==> src/rtl/srctrl_pkg.sv <==
// ============================================================================
//  Package     : srctrl_pkg
//  Description : Shared states, direction codes and sizing helper for the
//                shift-register sequencer.
//  Revision    : 1.0 - initial release
// ============================================================================
`default_nettype none

package srctrl_pkg;

  typedef enum logic [1:0] {
    IDLE    = 2'd0,
    SHIFT   = 2'd1,
    CAPTURE = 2'd2
  } state_t;

  localparam logic DIR_RIGHT = 1'b0;
  localparam logic DIR_LEFT  = 1'b1;

  // Bits needed to count 0..value-1; never returns less than 1.
  function automatic int clog2(input int value);
    int r;
    r = 1;
    for (int i = 1; i < 31; i++) begin
      if ((1 << i) < value) r = i + 1;
    end
    return r;
  endfunction

endpackage

`default_nettype wire

==> src/rtl/shift_reg_sequencer.sv <==
// ============================================================================
//  Module      : shift_reg_sequencer
//  Description : Loads a parallel word into a mode/Dr/Dl bidirectional shift
//                register over WIDTH clocks, then captures q and pulses done.
//                Optional capture check enabled by macro SRCTRL_VERIFY_EN.
//  Revision    : 1.0 - initial release
// ============================================================================
`default_nettype none

module shift_reg_sequencer
  import srctrl_pkg::*;
#(
  parameter int WIDTH = 4
) (
  input  logic             clk,
  input  logic             rst_n,
  input  logic             start_valid,
  output logic             start_ready,
  input  logic             dir,
  input  logic [WIDTH-1:0] data,
  output logic             sr_mode,
  output logic             sr_dr,
  output logic             sr_dl,
  input  logic [WIDTH-1:0] sr_q,
  output logic             busy,
  output logic             done,
  output logic [WIDTH-1:0] result,
  output logic             mismatch
);

  localparam int            CW   = clog2(WIDTH);
  localparam logic [CW-1:0] LAST = CW'(WIDTH - 1);

  state_t           r_state;
  state_t           w_state_nxt;
  logic [CW-1:0]    r_cnt;
  logic [CW-1:0]    w_cnt_nxt;
  logic [WIDTH-1:0] r_data;
  logic             r_dir;
  logic             r_sr_mode;
  logic             r_sr_dr;
  logic             r_sr_dl;
  logic             r_done;
  logic [WIDTH-1:0] r_result;

  logic             w_accept;
  logic             w_drive;
  logic [CW-1:0]    w_pos;
  logic [WIDTH-1:0] w_word;
  logic             w_dirsel;
  logic             w_mode_nxt;
  logic             w_dr_nxt;
  logic             w_dl_nxt;

  assign start_ready = (r_state == IDLE);
  assign busy        = (r_state != IDLE);
  assign w_accept    = start_valid & start_ready;

  assign sr_mode = r_sr_mode;
  assign sr_dr   = r_sr_dr;
  assign sr_dl   = r_sr_dl;
  assign done    = r_done;
  assign result  = r_result;

  always_ff @(posedge clk or negedge rst_n) begin
    if (!rst_n) begin
      r_state <= IDLE;
    end else begin
      r_state <= w_state_nxt;
    end
  end

  // The serial value driven now is consumed by the register on the next edge,
  // so the sequence position runs one ahead of the bits already shifted in.
  always_comb begin
    w_state_nxt = r_state;
    w_cnt_nxt   = r_cnt;
    w_mode_nxt  = r_sr_mode;
    w_dr_nxt    = 1'b0;
    w_dl_nxt    = 1'b0;
    w_drive     = 1'b0;
    w_pos       = '0;
    w_word      = r_data;
    w_dirsel    = r_dir;
    case (r_state)
      IDLE: begin
        if (w_accept) begin
          w_word      = data;
          w_dirsel    = dir;
          w_mode_nxt  = dir;
          w_cnt_nxt   = '0;
          w_drive     = 1'b1;
          w_state_nxt = SHIFT;
        end
      end
      SHIFT: begin
        if (r_cnt == LAST) begin
          w_state_nxt = CAPTURE;
        end else begin
          w_cnt_nxt = r_cnt + 1'b1;
          w_pos     = r_cnt + 1'b1;
          w_drive   = 1'b1;
        end
      end
      CAPTURE: begin
        w_state_nxt = IDLE;
      end
      default: begin
        w_state_nxt = IDLE;
      end
    endcase
    if (w_drive) begin
      if (w_dirsel == DIR_RIGHT) w_dr_nxt = w_word[w_pos];
      else                       w_dl_nxt = w_word[LAST - w_pos];
    end
  end

  always_ff @(posedge clk or negedge rst_n) begin
    if (!rst_n) begin
      r_cnt     <= '0;
      r_data    <= '0;
      r_dir     <= 1'b0;
      r_sr_mode <= 1'b0;
      r_sr_dr   <= 1'b0;
      r_sr_dl   <= 1'b0;
      r_done    <= 1'b0;
      r_result  <= '0;
    end else begin
      r_cnt     <= w_cnt_nxt;
      r_sr_mode <= w_mode_nxt;
      r_sr_dr   <= w_dr_nxt;
      r_sr_dl   <= w_dl_nxt;
      r_done    <= (r_state == CAPTURE);
      if (w_accept) begin
        r_data <= data;
        r_dir  <= dir;
      end
      if (r_state == CAPTURE) begin
        r_result <= sr_q;
      end
    end
  end

`ifdef SRCTRL_VERIFY_EN
  logic r_mismatch;

  always_ff @(posedge clk or negedge rst_n) begin
    if (!rst_n) begin
      r_mismatch <= 1'b0;
    end else begin
      r_mismatch <= (r_state == CAPTURE) && (sr_q != r_data);
    end
  end

  assign mismatch = r_mismatch;
`else
  assign mismatch = 1'b0;
`endif

endmodule

`default_nettype wire

==> config.mk <==
export PLATFORM = sky130hd
export DESIGN_NAME = shift_reg_sequencer
export DESIGN_NICKNAME = d
export VERILOG_FILES = /design/src/rtl/srctrl_pkg.sv /design/src/rtl/shift_reg_sequencer.sv
export SDC_FILE = /design/constraint.sdc
export NUM_CORES = 1
export LEC_CHECK = 0
export ABC_AREA = 1
export BUFFER_PORTS_ARGS = -buffer_cell sky130_fd_sc_hd__buf_2
export CORE_MARGIN = 3
export CORE_UTILIZATION = 35
export DETAILED_ROUTE_END_ITERATION = 8
export PLACE_DENSITY_LB_ADDON = 0.05
export SLEW_MARGIN = 20
export SYNTH_ARGS = -nofsm -noshare
export SYNTH_HDL_FRONTEND = slang
export SYNTH_SLANG_ARGS = --single-unit
==> constraint.sdc <==
create_clock -name clk -period 2.6 [get_ports clk]
set_input_delay 0.52 -clock clk [delete_from_list [all_inputs] [get_ports clk]]
set_output_delay 0.52 -clock clk [all_outputs]
set_load 0.1 [all_outputs]
Word level (Yosys, flattened, before mapping)
Cells that the tools add are included.
Operators by class
  $add $sub $neg: 2
  $lt $le $gt $ge: 2
  equal/unequal tests: 6
  mux-type cells: 23
  bitwise logic cells: 1
  reduce and logical (&&, ||, !) cells: 6
Operator list (number)
  $mux W2: 6
  $mux W1: 10
  $mux W4: 2
  $pmux W2 S2: 2
  $lt A2 B3 Y1 const B: 2
  $bmux W1 S2: 2
  $eq A2 B2 Y1 const B: 2
  $ne A2 B2 Y1 const B: 2
  $reduce_and A2 Y1: 2
  $reduce_bool A2 Y1: 2
  $reduce_and A3 Y1: 1
  $add A2 B1 Y2 const B: 1
  $eq A2 B1 Y1 const B: 1
  $logic_not A2 Y1: 1
  $ne A2 B1 Y1 const B: 1
  $pmux W1 S2: 1
  $sub A2 B2 Y2 const A: 1
  $and A1 B1 Y1: 1
Word-level totals
  register bits after elaboration: 17
  output and inout bits: 11
  word-level logic and storage cells: 49

Longest topological paths before layout
  depth after elaboration: 8
  depth in mapped cells: 8
  mapped depth without buffers: 8

Worst setup path after synthesis
OpenSTA, ideal clock, no wires.
  path kind: register to output
  start point: register r_state[0]
  end point: output busy
  data arrival time: 1.614 ns
  required time: 2.080 ns
  path slack: 0.466 ns
  cell stages (with the launch flop): 3
  cells stage by stage: dfrtp_1 > nor2_4 > inv_1
On the way
  cells in the longest elaborated chain, start to end: 1
Ends and longest elaborated chain
  start: declaration: line shift_reg_sequencer.sv:34  | state_t r_state;
  start signal: assignment: line shift_reg_sequencer.sv:69  | r_state <= w_state_nxt;
  $reduce_bool A2 Y1: line shift_reg_sequencer.sv:56  | assign busy = (r_state != IDLE);
  end: declaration: line shift_reg_sequencer.sv:25  | output logic busy,
No other way between the ends.

Worst setup path after layout
  start point: register r_state[0]
  end point: output start_ready
On the way
  cells in the longest elaborated chain, start to end: 1
Ends and longest elaborated chain
  $logic_not A2 Y1: line shift_reg_sequencer.sv:55  | assign start_ready = (r_state == IDLE);
  end: declaration: line shift_reg_sequencer.sv:18  | output logic start_ready,
No other way between the ends.

==> metrics.txt <==
multi-input logic area=323 sq um; CP startpoint=r_state[0]$_DFFE_PN0P_; port bufs=21; DR pass1 iterations=4; remaining global-route overflow=0; vias in the first global route=~630; fraction of layout cells with a size suffix above 1=25.6%; # fillers=between 200 and 250; worst skew pair latency=0.29 ns; GRT Overall Usage=around 14%; Mapped Area=820 sq um; CP max FO=7; TritonCTS clock tree=built; nets@finish=139; WP data arrival=between 1 and 1.5 ns; FF+latch count, synth=17; area leader, netlist=dfrtp_1; Area contributors post-synth=dfrtp_1 52%, nand2_1 14%, inv_1 7.3%; first-pass GRT wire length=2810 um; drt drc=0; Syn. warnings=0; WS Path Type=flop to output port; final setup fails=0; Chip Height=about 54 um; RePlAce Congestion=0.733; CP max-delay cell=buf_2; CTS Sinks=17; Yosys top cell area share=51.9%; Worst setup EP type=output port; initial antenna violation count=0; wire per inst=around 11 um; CTS buffer count=3; Post-Syn Instances=101; core area=2080 sq um; Slew Limit Fails=0; Initial Util=between 30 and 40%; CTS H-tree lvls=1; CP startpoint kind=flop; worst-case clock buffer depth=2; critical path buffer and inverter count=1; Max-Cap Viols=0; largest net degree at the start of global routing=18; vias per inst=4.43; Fin Setup TNS=0 ns; Sequential cell area=roughly 430 sq um; Routed Antenna Nets=0; synth unique cells=18; CTS clk-pin slew, worst paths=approximately 0.10 ns; utilization after layout=46.9%; Initial DRC Count=15; Hold Violations, Final=0; via count=674; Synth Area per Inst=about 8.1 sq um; I/O Pins=23; Post-DP HPWL=1330 um; status=complete, no violations; setup bufs post-CTS=0; post-CTS resize count=0; Setup Skew=~0.0019 ns; register area share after synthesis=51.9%; Tmin final=around 1.9 ns; DIE AREA=about 3000 sq um; worst path cell trace=nor2_4, buf_2; Req. time, crit path=~2.1 ns; synth-to-layout area growth=19.2%; slowest cell delay on critical path=0.46 ns; final wirelength=1690 um; Mapped Nets=114; Hold Buf Count CTS=0; Top delay family on crit path=buffers and inverters; Final period util=between 70 and 80%; fmax=~0.52 GHz; Worst Hold Slack=0.133 ns; ANT cells=0; num rows=16; Hold Crit Class=input pin to async pin; RSZ-0062 raised after global routing=false; DIE WIDTH=54.4 um; Root Driver=clkbuf_4; reg2reg start=r_cnt[0]$_DFFE_PN0P_
==> per-layer routing <==
metal / GRT usage (%) / up-vias / wire [um]
met3: 3.27 / 2 / 56
met4: 6.22 / 0 / 8
met5: 0 / - / 0
met1: 18.2 / 312 / 802
met2: 20.7 / 9 / 819
li1: - / 351 / -
==> area by class of cell <==
type | instances | share of cell area [%]
multi-input combinational | 66 | 33.0
sequential | 17 | 43.5
tap | 27 | 3.46
inverter | 17 | 6.53
timing repair buffer | 21 | 10.8
clock buffer | 4 | 2.69
==> kinds of logic after synthesis <==
kind of cell               count (synthesis)  synth area share (%)
and+or+nand+nor                           61                  33.7
buffers and inverters                     18                  8.70
DFF                                       17                  51.9
AOI/OAI and AO/OA                          3                  3.66
adders and majority gates                  1                  1.53
other                                      1                 0.458
==> cells in the mapped netlist <==
library cell  instances
nor2_4                1
buf_4                 1
nand3b_1              2
a21oi_2               1
dfrtp_1              17
nand3_1              10
nor2_2                1
ha_1                  1
conb_1                1
o21ai_0               1
nand2_1              31
inv_1                16
o21ai_4               1
inv_2                 1
and2_1                2
nor2_1               11
nand2_4               1
nand2_2               2
==> through the flow <==
step	instances	setup slack [ns]	area, sq um
after floorplan	101	0.466	820
after global placement	148	1.01	951
after detailed placement	148	0.985	951
after CTS	152	0.644	977
after global routing	152	0.571	977
final	152	0.668	977
==> state kept, by name, indices dropped and copies added, names as in the netlist <==
name     count
sr_dl        1
r_data       4
r_state      2
result       4
sr_mode      1
r_dir        1
done         1
sr_dr        1
r_cnt        2
==> worst paths after layout <==
path	to	slack [ns]	depth (start not counted)
worst max-delay path	start_ready	0.67	2
worst min-delay path	r_data[2]$_DFF_PN0_	0.13	1
worst max register to register	sr_dr$_DFF_PN0_	1.19	8
worst min register to register	result[2]$_DFFE_PN0P_	0.48	2
max in group asynchronous	sr_dl$_DFF_PN0_	2.20	1
min in group clk	result[3]$_DFFE_PN0P_	0.43	3
==> cell usage in the layout, fill, tap and decap left out <==
cell and instances:
buf_2 21, dfrtp_1 17, nand3_1 10, nor2_2 1, a21oi_2 1, nand2_1 31, clkbuf_1 1, nand2_4 1
nor2_4 1, nor2_1 11, o21ai_4 1, inv_2 1, and2_1 2, o21ai_0 1, nand2_2 2, clkbuf_4 3
inv_1 16, nand3b_1 2, ha_1 1, conb_1 1
Power is not shown: default switching activity piles up to over one toggle a cycle in this logic, so the estimate is an artifact.
